<file path="config.mk">
export PLATFORM = sky130hd
export DESIGN_NAME = mem_port_arbiter
export DESIGN_NICKNAME = d
export VERILOG_FILES = /design/src/rtl/mem_port_arbiter.sv
export SDC_FILE = /design/constraint.sdc
export NUM_CORES = 1
export LEC_CHECK = 0
export ABC_AREA = 1
export BUFFER_PORTS_ARGS = -buffer_cell sky130_fd_sc_hd__buf_2
export CAP_MARGIN = 0
export CORE_MARGIN = 3
export CORE_UTILIZATION = 35
export DETAILED_ROUTE_END_ITERATION = 10
export GPL_TIMING_DRIVEN = 0
export SLEW_MARGIN = 10
export SYNTH_ARGS = -nofsm -noshare
export SYNTH_HDL_FRONTEND = slang
export SYNTH_SLANG_ARGS = --single-unit
</file>
<file path="constraint.sdc">
create_clock -name clk -period 11.34 [get_ports clk]
set_clock_uncertainty 0.2 [all_clocks]
set_input_delay 0.567 -clock clk [delete_from_list [all_inputs] [get_ports clk]]
set_output_delay 0.567 -clock clk [all_outputs]
set_load 0.05 [all_outputs]
</file>
<file path="src/rtl/mem_port_arbiter.sv">
// Arbitrates a single-ported memory between instruction fetch and the MEM-stage data port.
// Data has priority, a streak counter guarantees fetch progress, and a watchdog aborts hung accesses.
module mem_port_arbiter #(
    parameter int ADDR_W     = 32,
    parameter int DATA_W     = 32,
    parameter int MAX_STREAK = 4,
    parameter int TIMEOUT    = 255
) (
    input  logic              clk,
    input  logic              rst,
    input  logic              if_req,
    input  logic [ADDR_W-1:0] if_addr,
    output logic              if_ready,
    output logic [DATA_W-1:0] if_rdata,
    input  logic              d_req,
    input  logic              d_we,
    input  logic [2:0]        d_funct3,
    input  logic [ADDR_W-1:0] d_addr,
    input  logic [DATA_W-1:0] d_wdata,
    output logic              d_ready,
    output logic [DATA_W-1:0] d_rdata,
    output logic              mem_req,
    output logic              mem_we,
    output logic [2:0]        mem_funct3,
    output logic [ADDR_W-1:0] mem_addr,
    output logic [DATA_W-1:0] mem_wdata,
    input  logic              mem_ready,
    input  logic [DATA_W-1:0] mem_rdata,
    output logic              err,
    output logic              busy
);

    typedef enum logic [1:0] {IDLE, BUSY, RESP} state_t;

    localparam logic [3:0] STREAK_MAX = 4'(MAX_STREAK);
    localparam logic [7:0] WD_LAST    = 8'(TIMEOUT - 1);
    localparam logic [2:0] F3_WORD    = 3'b010;

    state_t            state, state_nxt;
    logic [3:0]        streak, streak_nxt;
    logic [7:0]        wd_cnt, wd_cnt_nxt;
    logic              own_d, own_d_nxt;
    logic              err_q, err_nxt;
    logic              grant, grant_d;
    logic              capture;
    logic [DATA_W-1:0] cap_data;

    logic              lat_we;
    logic [2:0]        lat_f3;
    logic [ADDR_W-1:0] lat_addr;
    logic [DATA_W-1:0] lat_wdata;
    logic [DATA_W-1:0] if_rdata_q, d_rdata_q;

    function automatic logic [3:0] streak_sat_inc(input logic [3:0] s);
        if (s >= STREAK_MAX)
            return STREAK_MAX;
        return s + 4'd1;
    endfunction

    always_ff @(posedge clk or negedge rst) begin
        if (!rst) begin
            state  <= IDLE;
            streak <= '0;
            wd_cnt <= '0;
            own_d  <= 1'b0;
            err_q  <= 1'b0;
        end else begin
            state  <= state_nxt;
            streak <= streak_nxt;
            wd_cnt <= wd_cnt_nxt;
            own_d  <= own_d_nxt;
            err_q  <= err_nxt;
        end
    end

    always_comb begin
        state_nxt  = state;
        streak_nxt = streak;
        wd_cnt_nxt = wd_cnt;
        own_d_nxt  = own_d;
        err_nxt    = err_q;
        grant      = 1'b0;
        grant_d    = 1'b0;
        capture    = 1'b0;
        cap_data   = '0;
        mem_req    = 1'b0;
        mem_we     = 1'b0;
        mem_funct3 = '0;
        mem_addr   = '0;
        mem_wdata  = '0;
        if_ready   = 1'b0;
        d_ready    = 1'b0;
        err        = 1'b0;
        busy       = (state != IDLE);
        if_rdata   = if_rdata_q;
        d_rdata    = d_rdata_q;

        case (state)
            IDLE: begin
                if (d_req || if_req) begin
                    grant      = 1'b1;
                    // Fetch only overtakes a pending data request once its wait streak is exhausted
                    grant_d    = d_req && !(if_req && (streak == STREAK_MAX));
                    own_d_nxt  = grant_d;
                    wd_cnt_nxt = '0;
                    err_nxt    = 1'b0;
                    streak_nxt = (grant_d && if_req) ? streak_sat_inc(streak) : 4'd0;
                    state_nxt  = BUSY;
                end
            end
            BUSY: begin
                mem_req    = 1'b1;
                mem_we     = lat_we;
                mem_funct3 = lat_f3;
                mem_addr   = lat_addr;
                mem_wdata  = lat_wdata;
                wd_cnt_nxt = wd_cnt + 8'd1;
                if (mem_ready) begin
                    capture   = 1'b1;
                    cap_data  = lat_we ? '0 : mem_rdata;
                    state_nxt = RESP;
                end else if (wd_cnt == WD_LAST) begin
                    capture   = 1'b1;
                    err_nxt   = 1'b1;
                    state_nxt = RESP;
                end
            end
            RESP: begin
                if_ready   = !own_d;
                d_ready    = own_d;
                err        = err_q;
                wd_cnt_nxt = '0;
                state_nxt  = IDLE;
            end
            default: state_nxt = IDLE;
        endcase
    end

    // Request fields are frozen at grant so the memory sees stable values for the whole access
    always_ff @(posedge clk) begin
        if (grant) begin
            lat_we    <= grant_d ? d_we : 1'b0;
            lat_f3    <= grant_d ? d_funct3 : F3_WORD;
            lat_addr  <= grant_d ? d_addr : if_addr;
            lat_wdata <= grant_d ? d_wdata : '0;
        end
    end

    always_ff @(posedge clk or negedge rst) begin
        if (!rst) begin
            if_rdata_q <= '0;
            d_rdata_q  <= '0;
        end else if (capture) begin
            if (own_d)
                d_rdata_q <= cap_data;
            else
                if_rdata_q <= cap_data;
        end
    end

endmodule

</file>
==> metrics.md, run 1 <==
| Metric | Value |
|---|---|
| Initial antenna violation count | `0` |
| Vias in the first global route | `6508` |
| Crit path capture type | `primary output` |
| Least-Margin Pin Slew | `0.8331 ns` |
| GR Overflow Total | `0` |
| Cell Area, Synth | `7167 sq um` |
| Crit path kind | `reg -> out` |
| Run status | `completed` |
| GR met2 Demand/Resource | `32.47%` |
| Die ar. | `22230 sq um` |
| CTS tree | `built` |
| Num rows | `51` |
| Worst endpoint required time | `10.57 ns` |
| Most frequent cells after synthesis | `258 x nand2_1, 149 x nor2_1, 121 x inv_1` |
| EDFF count, synth | `68` |
| Vias per cell | `4.537` |
| Die width | `149.1 um` |
| Antenna Violating Nets Remaining | `0` |
| Tot GR Track Use | `19.45%` |
| Final Power | `2.833 mW` |
| CTS root buf | `clkbuf_16` |
| Initial Utilization | `36.23%` |
| RePlAce Congestion | `0.8296` |
| Setup violations, final | `0` |
| Most Crowded Layer GR | `met2` |
| Area grow syn2layout | `33.08%` |
| Wire length per cell | `15.00 um` |
| Most frequent cell after synthesis | `nand2_1` |
| Ports | `274` |
| CP Max Fanout | `10` |
| Total wire length | `21570 um` |
| Synth Flop Type | `dfrtp_1` |
| Max-cap violations | `0` |
| FF-to-FF setup slack | `9.10 ns` |
| Top achievable clock speed | `0.3440 GHz` |
| Fin crit share | `25.64%` |
| Pwr/cell area | `297.0 nW/um^2` |
| Largest buffer count on any clock path | `2` |
| Post-DP HPWL | `16510 um` |
| Synthesized Nets | `1006` |
| Slew Limit Fails | `0` |
| Filler Cell Count | `2012` |
| Met1 usage | `23.74%` |
| Static Leak | `5.377 nW` |
| Period minus WS final | `2.907 ns` |
| Synth cell types | `26` |
| Largest net degree at the start of global routing | `54` |
| Global-route met3 utilization | `6.351%` |
| DR pass1 iterations | `5` |
| Die Y | `149.1 um` |
| ANT cells | `0` |
| Core area | `19780 sq um` |
| Post-Route Setup TNS | `0 ns` |
| Mean Syn Cell Area | `8.285 sq um` |
| Max-slew headroom | `44.33%` |
| Post-synthesis instance total | `865` |
| CTS Sinks | `148` |
| Area share of the largest cell type after synthesis | `28.49%` |
| Via count | `6524` |
| Clk_lat worst skew | `0.41 ns` |
| Seq cells post-synth | `148` |
| Layout cells sized above 1 | `30.09%` |
| Port Buf Inserts | `272` |
| CTS H-Tree Depth | `4` |
| RSZ-0062 raised after global routing | `false` |
| CP arrival | `2.14 ns` |
| Post-CTS setup buffer count | `0` |
| Final Hold Violating Endpoints | `0` |
| Drt drc | `0` |
| CP startpoint kind | `flop` |
| Initial DRC Count | `267` |
| Hold WC Path Type | `in -> reg` |
| Post-synth ARST share | `54.05%` |
| Sequential fraction of the synthesis area | `56.42%` |
| Yosys top cell by area | `edfxtp_1` |
| Yosys warning count | `0` |
| Area contributors post-synth | `edfxtp_1 28%, dfrtp_1 28%, nand2_1 14%` |
| Layout net count | `1301` |
| CTS resizes | `0` |
| Total CTS buffers | `17` |
| VDD IR-drop max | `0.1179 mV` |
| Clock transition at path regs | `0.07 ns` |
| Global-route wire length before repair | `33840 um` |
layout by cell type (no fill, tap or decap), types with 3 or more instances in the layout:
cell,instances
edfxtp_1,68
buf_6,7
nand4_1,65
clkinv_4,3
nor2_1,148
inv_1,121
ha_1,4
nand2_1,258
buf_1,3
clkbuf_16,19
clkbuf_1,14
nand3_1,39
o21ai_0,12
a21oi_1,3
buf_2,302
dfrtp_1,80
worst max-delay path, cell delays in order, from the launching register on:
cell and delay, ns:
dfrtp_1 0.36, inv_1 0.07, nand2_1 0.22, clkbuf_1 0.66, nor2_1 0.15, buf_2 0.26
sequential cells by signal (all words and copies together) (netlist names):
| name | count |
|---|---|
| own_d | 1 |
| err_q | 1 |
| lat_addr | 32 |
| lat_we | 1 |
| if_rdata | 32 |
| lat_wdata | 32 |
| streak | 4 |
| lat_f3 | 3 |
| d_rdata | 32 |
| state | 2 |
| wd_cnt | 8 |
metal layers:
metal  part of all wire [%]  vias up
met2                     48      247
li1                       -     3297
met1                     42     2950
met5                      0        -
met4                    2.3        0
met3                    8.3       30
final timing paths:
check / startpoint / endpoint / cells after the start
min: d_addr[4] / lat_addr[4] / 3
max: state[1] / mem_addr[25] / 5
min in group asynchronous: rst / if_rdata[29] / 2
max reg2reg: state[0] / lat_addr[14] / 5
min reg2reg: if_rdata[4] / if_rdata[4] / 2
max in group asynchronous: rst / if_rdata[20] / 3
metrics by stage:
step / std cells / hold WS, ns / instance area [sq um] / worst slack (ns) / utilization [%]
3_5_place_dp: 1405 / 0.2528 / 8945 / 8.759 / 45.22
4_1_cts: 1438 / 0.1928 / 9538 / 8.308 / 48.22
6_report: 1438 / 0.2097 / 9538 / 8.433 / 48.22
3_3_place_gp: 1402 / 0.2493 / 8860 / 5.019 / 44.79
2_1_floorplan: 865 / 0.07141 / 7167 / 6.568 / -
5_1_grt: 1438 / 0.2046 / 9538 / 8.253 / 48.22
cell type report:
cell class              instances  area, sq um  area share [%]
well taps                     265        331.6           3.476
clock buffers                  22        486.7           5.103
multi-input cells             539         2332           24.45
clock inverters                10        96.34           1.010
plain buffers                  55        336.6           3.529
inverters                     123        461.7           4.841
flip-flops and latches        148         4044           42.40
repair buffers                276         1449           15.19
power by group:
group,switching [mW],total (mW),internal [mW]
Combinational,1.14,1.44,0.296
Sequential,0.0735,0.844,0.770
Clock,0.225,0.554,0.329
logic make-up after synthesis:
group,after synthesis,share of synthesized area (%)
AND/OR/NAND/NOR,517,30.41
buffers and inverters,178,11.14
flip-flops,148,56.42
AO/OA/AOI/OAI,17,1.205
adder cells (fa/ha/maj),4,0.6984
XOR/XNOR,1,0.1222
timing repair:
action | 4_1_cts | 5_1_grt
endpoints found under the hold margin | 27 | 0
hold buffers | 1 | 0
setup endpoints to repair | 0 | 0
No activity file was read; power rests on OpenSTA's default activity.
==> run 2, diff against run 1 <==
==> constraint.sdc (replaced) <==
create_clock -name clk -period 2.4 [get_ports clk]
set_clock_uncertainty 0.2 [all_clocks]
set_input_delay 0.12 -clock clk [delete_from_list [all_inputs] [get_ports clk]]
set_output_delay 0.12 -clock clk [all_outputs]
set_load 0.05 [all_outputs]
==> run 2 against run 1 <==
  * Routed wire length increased by 11%
  * Die area did not move
  * Combinational power grew to 4.9 times the previous value
  * Global-route usage is 2.2 points higher
  * Cell count up 9.6%
  * Setup slack lost 8.4 ns
  * Critical endpoint is now mem_addr[5]
  * Sequential power grew to 4.7 times the previous value
  * Final area grew 15%
  * Hold slack improved by 0.056 ns
  * First-iteration DRC count is 21% higher
  * Critical path depth rose by 1
==> metrics.md, run 2 (same netlist as run 1, synthesis figures left out) <==
| Metric | Value |
|---|---|
| Num rows | `51 (unchanged)` |
| Initial Utilization | `36.23% (unchanged)` |
| Layout cells sized above 1 | `27.38% (was 30.09%)` |
| Crit path kind | `reg -> out (unchanged)` |
| Tot GR Track Use | `21.62% (was 19.45%)` |
| Cell mode on critical path | `buf_4` |
| CTS Sinks | `148 (unchanged)` |
| CTS tree | `built (unchanged)` |
| Ports | `274 (unchanged)` |
| CTS root buf | `clkbuf_16 (unchanged)` |
| Commonest non-fill, non-tap cell in the layout | `buf_2 (unchanged)` |
| Final Hold Violating Endpoints | `0 (unchanged)` |
| Slew Limit Fails | `0 (unchanged)` |
| GR met2 Demand/Resource | `35.03% (was 32.47%)` |
| Top achievable clock speed | `0.4310 GHz` |
| FF-to-FF Start | `state[0] (unchanged)` |
| Crit path capture type | `primary output (unchanged)` |
| Run status | `completed (unchanged)` |
| Vias in the first global route | `7437 (was 6508)` |
| ANT cells | `0 (unchanged)` |
| Post-Route Setup TNS | `0 ns (unchanged)` |
| Max-cap violations | `0 (unchanged)` |
| Total CTS buffers | `17 (unchanged)` |
| CP Max Fanout | `10 (unchanged)` |
| Fin area | `10970 sq um (was 9538 sq um)` |
| Most Crowded Layer GR | `met2 (unchanged)` |
| Pwr/cell area | `1252 nW/um^2 (was 297.0 nW/um^2)` |
| Drt drc | `0 (unchanged)` |
| Static Leak | `5.973 nW (was 5.377 nW)` |
| Core area | `19780 sq um (unchanged)` |
| CP startpoint kind | `flop (unchanged)` |
| VDD IR-drop max | `0.9953 mV (was 0.1179 mV)` |
| Initial DRC Count | `324 (was 267)` |
| Total wire length | `23960 um (was 21570 um)` |
| Crit path largest cell delay | `0.39 ns (was 0.66 ns)` |
| Least-Margin Pin Slew | `0.6465 ns (was 0.8331 ns)` |
| GR Overflow Total | `0 (unchanged)` |
| Global-route wire length before repair | `38030 um (was 33840 um)` |
| Reg2Reg Depth | `5 (unchanged)` |
| Setup violations, final | `0 (unchanged)` |
| Dpl cell area | `8945 sq um (unchanged)` |
| Port Buf Inserts | `272 (unchanged)` |
| Die width | `149.1 um (unchanged)` |
| Max-slew headroom | `56.80% (was 44.33%)` |
| Met1 usage | `27.30% (was 23.74%)` |
| Worst endpoint required time | `2.08 ns (was 10.57 ns)` |
| Slowest stage cell on the critical path | `dfrtp_1 (was clkbuf_1)` |
| Vias per cell | `4.685 (was 4.537)` |
| Clock transition at path regs | `0.06 ns (was 0.07 ns)` |
| Layout net count | `1439 (was 1301)` |
| Hold depth | `2 (was 3)` |
| Area grow syn2layout | `53.07% (was 33.08%)` |
| Largest buffer count on any clock path | `2 (unchanged)` |
| Die ar. | `22230 sq um (unchanged)` |
| Antenna Violating Nets Remaining | `0 (unchanged)` |
| Post-DP HPWL | `16260 um (was 16510 um)` |
| Largest net degree at the start of global routing | `54 (unchanged)` |
| Via count | `7383 (was 6524)` |
| WHS Endpoint | `if_rdata[6] (was lat_addr[4])` |
| Die Y | `149.1 um (unchanged)` |
| Initial antenna violation count | `0 (unchanged)` |
| CTS H-Tree Depth | `4 (unchanged)` |
| Global-route met3 utilization | `5.864% (was 6.351%)` |
| HP Start | `if_rdata[6] (was d_addr[4])` |
| R2r endpoint | `lat_addr[28] (was lat_addr[14])` |
| Fin crit share | `96.67%` |
| Clk_lat worst skew | `0.42 ns (was 0.41 ns)` |
| Period minus WS final | `2.320 ns` |
| Most frequent cells in the layout | `295 x buf_2, 256 x nand2_1, 148 x nor2_1, 138 x dlygate4sd3_1, 121 x inv_1 (was 302 x buf_2, 258 x nand2_1, 148 x nor2_1, 121 x inv_1, 80 x dfrtp_1)` |
| Worst path cell trace | `inv_1 -> nand2_2 -> buf_4 -> buf_2 -> nor2_1 -> buf_4 (was inv_1 -> nand2_1 -> clkbuf_1 -> nor2_1 -> buf_2)` |
| CP arrival | `2.00 ns (was 2.14 ns)` |
| RePlAce Congestion | `0.8476 (was 0.8296)` |
| RSZ-0062 raised after global routing | `false (unchanged)` |
| DR pass1 iterations | `5 (unchanged)` |
| Wire length per cell | `15.20 um (was 15.00 um)` |
| Hold WC Path Type | `reg -> reg (was in -> reg)` |
| FF-to-FF setup slack | `0.22 ns (was 9.10 ns)` |
## run 2: changes by cell type in the layout (fill, tap and decap cells not counted), moves of 2 or more
cell           delta
clkinv_4          -2
clkbuf_1          -2
inv_6             +2
buf_4             +6
clkbuf_8          +2
buf_12            +2
buf_2             -7
nand2_1           -2
dlygate4sd3_1   +137
## run 2: worst max-delay path by stage
stage,from,endpoint
4_1_cts,state[1],mem_addr[5]
3_5_place_dp,state[0],lat_wdata[4]
2_1_floorplan,state[0],streak[0]
3_3_place_gp,state[0],streak[1]
6_report,state[1],mem_addr[5]
5_1_grt,state[1],mem_wdata[2]
## run 2: through the flow
stage                     hold slack, ns  total power [mW]  util (%)  instances  setup WS [ns]
final                             0.2656             13.73     55.46       1576        0.07986
after global routing              0.2799             14.47     55.46       1576       0.005693
after CTS                         0.2693             13.79     55.43       1576        0.06114
after detailed placement         -0.1359             10.86     45.22       1405         0.2227
after global placement            0.1862             10.75     44.86       1402        -0.4878
after floorplan                  -0.3756             8.906         -        865       0.007688
## run 2: worst max-delay path, delay by kind of cell (launching register included)
family | cells | cell delay (ns)
simple gates | 2 | 0.38
flops | 1 | 0.39
buf+inv | 4 | 0.82
## run 2: power by group
part / total, mW / switching, mW / internal (mW)
sequential: 3.99 / 0.353 / 3.64
clock: 2.69 / 1.07 / 1.62
combinational: 7.05 / 5.48 / 1.58
total: 13.7 / 6.90 / 6.83
## run 2: area by class of cell
| cell class | instances | area, sq um |
|---|---|---|
| plain buffers | 55 | 340.3 |
| clock buffers | 23 | 510.5 |
| clock inverters | 9 | 88.84 |
| fillers | 1786 | 8811 |
| inverters | 123 | 465.4 |
| multi-input cells | 539 | 2342 |
| flip-flops and latches | 148 | 4044 |
| well taps | 265 | 331.6 |
| repair buffers | 414 | 2848 |
## run 2: timing repair
item                       4_1_cts  5_1_grt
setup endpoints to repair       33        2
resized for setup                8        2
hold buffers                   139        0
setup buffers                    0        0
pin swaps                        0        0
hold endpoints to repair       216        0
gates cloned                     0        0
## run 2: routing by layer
layer	part of all wire (%)	routed length [um]
met4	3.1	743
met5	0	0
met3	8.4	2009
met1	42	9968
met2	47	11240
